## src/rtl/chu_pkg.sv

```systemverilog
// rtl/chu_pkg.sv - shared types and constants for the chu_pad message source
package chu_pkg;

    typedef enum logic [1:0] {
        ALG_MD5    = 2'd0,
        ALG_SHA1   = 2'd1,
        ALG_SHA256 = 2'd2
    } chu_alg_t;

    localparam int CHU_DATA_W  = 8;
    localparam int CHU_MAX_LEN = 55;

    typedef enum logic [1:0] {
        IDLE,
        SEND,
        DRAIN,
        GAP
    } chu_src_state_t;

    typedef struct packed {
        chu_alg_t              alg;
        logic                  last;
        logic [CHU_DATA_W-1:0] data;
    } chu_src_entry_t;

    localparam int CHU_ENTRY_W = $bits(chu_src_entry_t);

endpackage

```

## src/rtl/chu_src_fifo.sv

```systemverilog
// rtl/chu_src_fifo.sv - synchronous FIFO; a push while full is taken only if a pop frees a slot
module chu_src_fifo #(
    parameter int DEPTH = 16,
    parameter int WIDTH = 8
) (
    input  logic             clk,
    input  logic             rst,
    input  logic             push,
    input  logic [WIDTH-1:0] push_data,
    input  logic             pop,
    output logic [WIDTH-1:0] head,
    output logic             full,
    output logic             empty
);
    localparam int AW = $clog2(DEPTH);
    localparam logic [AW:0] CNT_FULL = (AW + 1)'(DEPTH);

    logic [WIDTH-1:0] mem_q [DEPTH];
    logic [AW-1:0]    wr_ptr_q, wr_ptr_d;
    logic [AW-1:0]    rd_ptr_q, rd_ptr_d;
    logic [AW:0]      count_q, count_d;
    logic             push_ok, pop_ok;

    assign full  = (count_q == CNT_FULL);
    assign empty = (count_q == '0);
    assign head  = mem_q[rd_ptr_q];

    always_comb begin
        pop_ok   = pop && !empty;
        push_ok  = push && (!full || pop_ok);
        wr_ptr_d = wr_ptr_q;
        rd_ptr_d = rd_ptr_q;
        count_d  = count_q;
        if (push_ok) begin
            wr_ptr_d = wr_ptr_q + 1'b1;
        end
        if (pop_ok) begin
            rd_ptr_d = rd_ptr_q + 1'b1;
        end
        if (push_ok && !pop_ok) begin
            count_d = count_q + 1'b1;
        end else if (!push_ok && pop_ok) begin
            count_d = count_q - 1'b1;
        end
    end

    always_ff @(posedge clk or posedge rst) begin
        if (rst) begin
            wr_ptr_q <= '0;
            rd_ptr_q <= '0;
            count_q  <= '0;
        end else begin
            wr_ptr_q <= wr_ptr_d;
            rd_ptr_q <= rd_ptr_d;
            count_q  <= count_d;
        end
    end

    // Storage needs no reset: empty/full come from the counter alone.
    always_ff @(posedge clk) begin
        if (push_ok) begin
            mem_q[wr_ptr_q] <= push_data;
        end
    end

endmodule

```

## src/rtl/chu_msg_src.sv

```systemverilog
// rtl/chu_msg_src.sv - replays pushed bytes to chu_pad as framed messages and counts them
module chu_msg_src #(
    parameter int DEPTH   = 16,
    parameter int MAX_LEN = 55,
    parameter int IFG     = 2,
    parameter int CNT_W   = 8
) (
    input  logic             sys_clk,
    input  logic             sys_reset,
    input  logic             wr_en,
    input  logic [7:0]       wr_data,
    input  logic             wr_last,
    input  logic [1:0]       wr_alg,
    output logic             full,
    input  logic             rdy,
    output logic             sop,
    output logic             val,
    output logic [7:0]       data,
    output logic             eop,
    output logic [1:0]       alg,
    output logic [CNT_W-1:0] tx_cnt,
    output logic             err_len
);
    import chu_pkg::*;

    chu_src_entry_t             wr_entry, head;
    logic [CHU_ENTRY_W-1:0]     head_raw;
    logic                       fifo_pop, fifo_empty;

    chu_src_state_t             state_q, state_d;
    logic [2:0]                 gap_q, gap_d;
    logic [5:0]                 len_q, len_d, len_nxt;
    logic                       held_q, held_d;
    logic                       val_q, val_d, sop_q, sop_d, eop_q, eop_d;
    logic [7:0]                 data_q, data_d;
    logic [1:0]                 alg_q, alg_d;
    logic [CNT_W-1:0]           tx_cnt_q, tx_cnt_d;
    logic                       err_q, err_d;
    logic                       issue, end_msg, resend, out_free, hit_max;

    assign wr_entry.alg  = chu_alg_t'(wr_alg);
    assign wr_entry.last = wr_last;
    assign wr_entry.data = wr_data;
    assign head          = chu_src_entry_t'(head_raw);

    chu_src_fifo #(
        .DEPTH(DEPTH),
        .WIDTH(CHU_ENTRY_W)
    ) u_fifo (
        .clk      (sys_clk),
        .rst      (sys_reset),
        .push     (wr_en),
        .push_data(wr_entry),
        .pop      (fifo_pop),
        .head     (head_raw),
        .full     (full),
        .empty    (fifo_empty)
    );

    always_comb begin
        state_d  = state_q;
        gap_d    = gap_q;
        len_d    = len_q;
        val_d    = 1'b0;
        sop_d    = sop_q;
        eop_d    = eop_q;
        data_d   = data_q;
        alg_d    = alg_q;
        err_d    = err_q;
        fifo_pop = 1'b0;
        issue    = 1'b0;
        end_msg  = 1'b0;
        tx_cnt_d = tx_cnt_q + CNT_W'(val_q && rdy && eop_q);

        // A presented byte refused by rdy=0 stays in the output register and is replayed.
        held_d   = val_q ? !rdy : held_q;
        resend   = !val_q && held_q && rdy;
        out_free = rdy && !(!val_q && held_q);
        len_nxt  = (state_q == IDLE) ? 6'd1 : len_q + 6'd1;
        hit_max  = (len_nxt == 6'(MAX_LEN));

        if (resend) begin
            val_d = 1'b1;
        end

        case (state_q)
            IDLE: begin
                len_d = '0;
                if (out_free && !fifo_empty && gap_q == '0) begin
                    issue = 1'b1;
                end
            end
            SEND: begin
                if (out_free && !fifo_empty) begin
                    issue = 1'b1;
                end
            end
            DRAIN: begin
                if (!fifo_empty) begin
                    fifo_pop = 1'b1;
                    end_msg  = head.last;
                end
            end
            GAP: begin
                // The gap only runs once the eop byte has actually been taken.
                if (!held_d) begin
                    if (gap_q <= 3'd1) begin
                        gap_d   = '0;
                        state_d = IDLE;
                    end else begin
                        gap_d = gap_q - 3'd1;
                    end
                end
            end
            default: state_d = IDLE;
        endcase

        if (issue) begin
            fifo_pop = 1'b1;
            val_d    = 1'b1;
            data_d   = head.data;
            len_d    = len_nxt;
            sop_d    = (state_q == IDLE);
            eop_d    = head.last || hit_max;
            if (state_q == IDLE) begin
                alg_d = head.alg;
            end
            if (head.last) begin
                end_msg = 1'b1;
            end else if (hit_max) begin
                err_d   = 1'b1;
                state_d = DRAIN;
            end else begin
                state_d = SEND;
            end
        end

        if (end_msg) begin
            gap_d   = 3'(IFG);
            state_d = (IFG == 0) ? IDLE : GAP;
        end
    end

    always_ff @(posedge sys_clk or posedge sys_reset) begin
        if (sys_reset) begin
            state_q  <= IDLE;
            gap_q    <= '0;
            len_q    <= '0;
            held_q   <= 1'b0;
            val_q    <= 1'b0;
            sop_q    <= 1'b0;
            eop_q    <= 1'b0;
            data_q   <= '0;
            alg_q    <= '0;
            tx_cnt_q <= '0;
            err_q    <= 1'b0;
        end else begin
            state_q  <= state_d;
            gap_q    <= gap_d;
            len_q    <= len_d;
            held_q   <= held_d;
            val_q    <= val_d;
            sop_q    <= sop_d;
            eop_q    <= eop_d;
            data_q   <= data_d;
            alg_q    <= alg_d;
            tx_cnt_q <= tx_cnt_d;
            err_q    <= err_d;
        end
    end

    assign sop     = sop_q;
    assign val     = val_q;
    assign data    = data_q;
    assign eop     = eop_q;
    assign alg     = alg_q;
    assign tx_cnt  = tx_cnt_q;
    assign err_len = err_q;

endmodule
```

## config.mk

```make
export PLATFORM = sky130hd
export DESIGN_NAME = chu_msg_src
export DESIGN_NICKNAME = d
export VERILOG_FILES = /design/src/rtl/chu_pkg.sv /design/src/rtl/chu_src_fifo.sv /design/src/rtl/chu_msg_src.sv
export SDC_FILE = /design/constraint.sdc
export NUM_CORES = 1
export LEC_CHECK = 0
export ABC_CLOCK_PERIOD_IN_PS = 4150
export BUFFER_PORTS_ARGS = -buffer_cell sky130_fd_sc_hd__buf_2
export CAP_MARGIN = 40
export CORE_MARGIN = 8
export CORE_UTILIZATION = 65
export CTS_CLUSTER_DIAMETER = 50
export DETAILED_ROUTE_END_ITERATION = 16
export PLACE_DENSITY = 0.81
export SLEW_MARGIN = 20
export SYNTH_ARGS = -nofsm -noshare
export SYNTH_HDL_FRONTEND = slang
export SYNTH_SLANG_ARGS = --single-unit
```

## constraint.sdc

```tcl
create_clock -name sys_clk -period 4.15 [get_ports sys_clk]
set_clock_uncertainty 0.05 [all_clocks]
set_input_delay 1.245 -clock sys_clk [delete_from_list [all_inputs] [get_ports sys_clk]]
set_output_delay 1.245 -clock sys_clk [all_outputs]
set_load 0.02 [all_outputs]
```

---- Word-level counts from Yosys, hierarchy flattened ----
Memories as Yosys holds them, arrays and structs flattened.
Index checks and enable logic that the tools add are counted.
W data, S select, Z words.
word-level totals
  flip-flop bits (word level) ............. 47
  latch bits .............................. 0
  RAM bits ................................ 176
  ROM bits ................................ 0
  bits of input ports ..................... 15
  output and inout bits ................... 23
  logic and storage cells ................. 90
  memories kept ........................... 1
operators by class
  add/sub/neg operators ................... 7
  multiply operators ...................... 0
  divide/modulo/power cells ............... 0
  order comparisons ....................... 1
  equality and inequality tests ........... 6
  shift operators ......................... 0
  mux-type cells .......................... 31
  bitwise operators ....................... 1
  reduce and logical (&&, ||, !) cells .... 29
memories
  name          words  width  rd ports  clocked after memory_dff  wr ports  line                text
  u_fifo.mem_q  16     11     1         0                         1         chu_src_fifo.sv:18  logic [WIDTH-1:0] mem_q [DEPTH];
operators with widths
  kind                   number
  $mux W6                3
  $mux W1                14
  $mux W2                7
  $mux W3                4
  $logic_and A1 B1 Y1    11
  $mux W5                2
  $add A4 B1 Y4 const B  2
  $add A8 B1 Y8          1
  $logic_not A1 Y1       7
  $add A6 B1 Y6 const B  1
  $eq A6 B6 Y1 const B   1
  $reduce_bool A2 Y1     3
  $add A5 B1 Y5 const B  1
  $eq A5 B5 Y1 const B   1
  $logic_not A5 Y1       1
  $sub A5 B1 Y5 const B  1
  $eq A2 B2 Y1 const B   2
  $reduce_and A2 Y1      2
  $le A3 B1 Y1 const B   1
  $logic_not A3 Y1       1
  $reduce_and A3 Y1      1
  $sub A3 B1 Y3 const B  1
  $eq A2 B1 Y1 const B   1
  $logic_not A2 Y1       1
  4 further kinds        5

---- Longest topological paths before layout ----
  depth after elaboration ................. 16
  mapped depth ............................ 14
  gate-level depth less buffers ........... 14

---- Cells and area by module ----
A second synthesis with hierarchy kept.
unflattened totals
  cells, all modules ...................... 540
  area total of the unflattened synthesis .. 9,148.8 sq um
modules (own cells, without submodules)
  module        instances  cells an instance  area each (sq um)
  chu_src_fifo  1          406                7,566.0
  chu_msg_src   1          134                1,582.8

---- Least setup slack after synthesis ----
Ideal clock, no wire load.
  path type ............................... input-to-reg
  start ................................... input rdy
  end ..................................... register u_fifo.count_q[4]
  library setup time ...................... 0.127 ns
  arrival ................................. 3.064 ns
  path slack .............................. 0.908 ns
  stages .................................. 11
  path buffers ............................ 0
  path through ............................ o2111a_1 -> o31ai_2 -> inv_2 -> ha_1 -> inv_1 -> ha_1 -> a21o_1 -> a21oi_1 -> xnor2_1 -> nor2_1 -> xor2_1
between the ends
  word-level cells in the longest chain between the ends .. 12
  elaborated cells on any way between the ends .. 16
  classes of those cells .................. mux: 5; reduce/logical: 11
RTL lines
  item                                 line                                  text
  from (decl)                          chu_msg_src.sv:15                     input logic rdy,
  $logic_and A1 B1 Y1 (*)              chu_msg_src.sv:78                     out_free = rdy && !(!val_q && held_q);
  $logic_and A1 B1 Y1 (*)              chu_msg_src.sv:89, chu_msg_src.sv:94
  $logic_and A1 B1 Y1                  chu_msg_src.sv:89                     if (out_free && !fifo_empty && gap_q == '0) begin
  $mux W1                              chu_msg_src.sv:89
  $pmux W1 S2 (*)                      chu_msg_src.sv:86                     case (state_q)
  $mux W1 (*)                          chu_msg_src.sv:118                    if (issue) begin
  $logic_and A1 B1 Y1 (*)              chu_src_fifo.sv:29                    pop_ok = pop && !empty;
  $logic_or A1 B1 Y1 (*)               chu_src_fifo.sv:30                    push_ok = push && (!full || pop_ok);
  $logic_and A1 B1 Y1 (*)              chu_src_fifo.sv:30
  net u_fifo.push_ok                   chu_src_fifo.sv:22                    logic push_ok, pop_ok;
  $logic_not A1 Y1                     chu_src_fifo.sv:42                    end else if (!push_ok && pop_ok) begin
  $logic_and A1 B1 Y1                  chu_src_fifo.sv:42
  $reduce_bool A2 Y1 (no source line)  -
  to (signal assigned)                 chu_src_fifo.sv:55                    count_q <= count_d;
  to (decl)                            chu_src_fifo.sv:21                    logic [AW:0] count_q, count_d;
Mark *: on every way through the listed nets, which the timed path passes. The rest lies on a longest branch.
A chain may end at the register's enable or synchronous reset.

---- Worst setup path after layout ----
  start ................................... register gap_q[0]
  end ..................................... register u_fifo.count_q[4]
between the ends
  word-level cells in the longest chain between the ends .. 11
  elaborated cells on any way between the ends .. 14
  classes of those cells .................. mux: 4; reduce/logical: 10
RTL lines
  item                                 line                text
  from (decl)                          chu_msg_src.sv:31   logic [2:0] gap_q, gap_d;
  from (signal assigned)               chu_msg_src.sv:159  gap_q <= gap_d;
  $logic_not A3 Y1 (*)                 chu_msg_src.sv:89
  $logic_and A1 B1 Y1 (*)              chu_msg_src.sv:89
  $mux W1 (*)                          chu_msg_src.sv:89
  $pmux W1 S2 (*)                      chu_msg_src.sv:86
  $mux W1 (*)                          chu_msg_src.sv:118
  $logic_and A1 B1 Y1 (*)              chu_src_fifo.sv:29
  $logic_or A1 B1 Y1 (*)               chu_src_fifo.sv:30
  $logic_and A1 B1 Y1 (*)              chu_src_fifo.sv:30
  net u_fifo.push_ok                   chu_src_fifo.sv:22
  $logic_not A1 Y1                     chu_src_fifo.sv:42
  $logic_and A1 B1 Y1                  chu_src_fifo.sv:42
  $reduce_bool A2 Y1 (no source line)  -
Marked as above.

==> flow_summary.json <==
{
  "coreArea_sq_mm": 0.01372,
  "ys.flop_type": "edfxtp_1",
  "tns_ns": 0,
  "cts-htree-levels": 1,
  "cts_resized": 0,
  "grt_antenna_before_repair": 0,
  "crit_slowest_cell": "o31ai_2",
  "drt-vias-per-instance": 6.277,
  "fin_hold_ws_ns": 0.4232,
  "cp_top_family": "compound AO/OA/AOI/OAI gates",
  "hp-class": "flip-flop to flip-flop",
  "wl_um": 17770,
  "nets": 567,
  "synth-xor-area-share_pct": 2.228,
  "grt_pass1_vias": 4815,
  "rows": 43,
  "tightest_slew_ns": 0.7715,
  "yosysMostFrequentCell": "edfxtp_1",
  "period_needed_ns": 3.269,
  "wire_per_inst_um": 24.22,
  "setup_viol": 0,
  "die_y_um": 133.9,
  "setup.worst_path.class": "flip-flop to flip-flop",
  "netlist.area_leader.share_pct": 58.46,
  "yosysSeqAreaShare_pct": 71.46,
  "dr.first_iter.drc_count": 438,
  "synth_top_family_by_area": "multiplexers",
  "io_buffers": 37,
  "die_area_sq_mm": 0.01794,
  "synthMuxAreaShare_pct": 14.38,
  "p_switching_mw": 2.266,
  "yosys.area_share.simple_pct": 4.788,
  "clock.fmax_mhz": 305.9,
  "io_pins": 38,
  "crit_required_ns": 4.49,
  "drive_above_1_share_pct": 23.29,
  "p_int_mw": 4.839,
  "cts_buffer_depth": 3,
  "synth_cells": 486,
  "crit_path_max_fanout": 7,
  "worst-path-buf-inv": 3,
  "path_clk_slew_ns": 0.06,
  "track_usage_pct": 20.25,
  "synth_compound_area_share_pct": 3.100,
  "p_clk_share_pct": 27.7,
  "powerDensity_mw_per_mm2": 699.2,
  "overflow": 0,
  "synthAdderAreaFrac_pct": 2.297,
  "crit_path_frequent_cell": "ha_1",
  "relSlewSlack_pct": 48.57,
  "final_hold_viol_count": 0,
  "switching_share_pct": 31.89,
  "antenna_left": 0,
  "synth_common_cells": "edfxtp_1 (176), dfrtp_1 (47), mux4_2 (41)",
  "cts-root-buf": "clkbuf_16",
  "synth_nets": 517,
  "cts_tree": "built",
  "worstSetupEndpointType": "flip-flop",
  "p_seq_share_pct": 43.6,
  "yosys_warnings": 0,
  "rsz0062_at_grt": "false",
  "grt_pass1_wl_um": 27420,
  "syn-cell-area_sq_mm": 0.009041,
  "synthArstFlopShare_pct": 21.08,
  "synth_edf_count": 176,
  "num_vias": 4607,
  "cts_hold_buf": 0,
  "power_leakage_nw": 3.715,
  "gp_congestion": 0.7783,
  "clock_latency_ns": 0.51,
  "insertedDiodeCount": 0,
  "irDropWorstVdd_mv": 0.3509,
  "synth_cell_type_count": 50,
  "grt_start_max_net_pins": 36,
  "start_util_pct": 65.90,
  "die_w_um": 133.9,
  "crit_chain": "inv_1, ha_1, nor2b_1, o2111a_1, o31ai_2, inv_2, ha_1, inv_1, ha_1, a21o_1, a21oi_1, xnor2_1, nor2_1, xor2_1",
  "dp_hpwl_um": 11050,
  "first_pass_iters": 4,
  "post_cts.repair.setup_buffers": 0,
  "cp-start-kind": "flip-flop",
  "critPathArrivalTime_ns": 3.60,
  "fin_crit_sh_pct": 78.76,
  "status": "finished clean",
  "syn2layout_area_growth_pct": 12.40,
  "synth_area_leader_cell": "edfxtp_1",
  "slew_viol_final": 0,
  "comb_power_share_pct": 28.7,
  "cts_buffers": 24,
  "synth.area.top_cells": "edfxtp_1 (58%), dfrtp_1 (13%), mux4_2 (10%), mux2i_1 (2.2%), ha_1 (2.1%)",
  "max_stage_delay_ns": 0.46,
  "synth-seq-cells": 223,
  "syn_avg_cell_area_sq_um": 18.60,
  "clock-sinks": 223,
  "maxCapViolations": 0,
  "route.detailed.drc": 0
}
[power by group through the flow]
stage,sequential (mW),clock [mW],combinational (mW)
finish,3.10,1.97,2.04
global route,3.14,2.06,2.21
CTS,3.10,1.99,2.06
detailed placement,3.14,0,2.03
global placement,3.15,0,1.88
floorplan,3.05,0,1.54
[layer usage]
| layer | up-vias | track usage [%] | wire length [um] |
|---|---|---|---|
| met5 | - | 0 | 0 |
| met2 | 171 | 34.43 | 9146 |
| met3 | 32 | 4.488 | 1228 |
| li1 | 2024 | - | - |
| met4 | 0 | 5.989 | 380 |
| met1 | 2380 | 25.70 | 7018 |
[sequential cells by signal, indices dropped and copies added, names as in the netlist, 2 cells and up]
| signal | flops |
|---|---|
| alg | 2 |
| data | 8 |
| gap_q | 3 |
| len_q | 6 |
| state_q | 2 |
| tx_cnt | 8 |
| u_fifo.count_q | 5 |
| u_fifo.mem_q | 176 |
| u_fifo.rd_ptr_q | 4 |
| u_fifo.wr_ptr_q | 4 |
[stage by stage]
stage / setup WS [ns] / cells / utilization (%) / area, sq um / power (mW)
2_1_floorplan: 0.9084 / 486 / - / 9041 / 4.585
3_3_place_gp: 0.5815 / 688 / 68.36 / 9379 / 5.032
3_5_place_dp: 0.4883 / 690 / 68.65 / 9419 / 5.165
4_1_cts: 0.8910 / 734 / 74.07 / 10160 / 7.155
6_report: 0.8813 / 734 / 74.07 / 10160 / 7.105
5_1_grt: 0.6777 / 734 / 74.07 / 10160 / 7.413
[layout make-up]
class                           count  area, sq um
Tap cell                          180        225.2
Sequential cell                   223         6464
Multi-Input combinational cell    229         2422
Fill cell                         769         3557
Inverter                           16        60.06
Timing Repair Buffer               42        247.7
Clock buffer                       31        646.9
Clock inverter                     13        96.34
[kinds of logic after synthesis]
group           after synthesis
simple gates                 83
xor+xnor                     23
flops                       223
compound gates               37
fa+ha+maj                    16
mux                          70
buf+inv                      34
[placed cells by master, fill, tap and decap left out, drive strengths merged, types with 3 or more instances in the layout]
cell type	n
buf	42
edfxtp	176
mux4	46
o221ai	8
a21oi	6
and3	7
or4	3
dfrtp	47
and2	13
ha	15
nor4	3
clkbuf	31
nor2b	3
xnor2	18
nand4	3
mux2	4
clkinv	11
mux2i	20
nor2	10
nand2	26
nand3	4
xor2	5
inv	18
o21ai	9
nor3	4
[worst paths after layout]
check | to | startpoint | depth (start not counted) | slack (ns)
max | u_fifo.count_q[4] | gap_q[0] | 14 | 0.88
min | tx_cnt[7] | tx_cnt[7] | 1 | 0.42
max reg2reg | u_fifo.count_q[4] | gap_q[0] | 14 | 0.88
min reg2reg | tx_cnt[7] | tx_cnt[7] | 1 | 0.42
max in group asynchronous | u_fifo.rd_ptr_q[0] | sys_reset | 3 | 2.90
min in group asynchronous | tx_cnt[1] | sys_reset | 2 | 0.64
[worst register-to-register path, delay by kind of cell, from the launching register on]
kind	cells	cell delay, ns
AO/OA/AOI/OAI	4	1.08
adder cells (fa/ha/maj)	3	0.73
XOR/XNOR	2	0.27
AND/OR/NAND/NOR	2	0.22
buffers and inverters	3	0.39
flip-flops	1	0.41
Power figures use the tool's default switching activity.
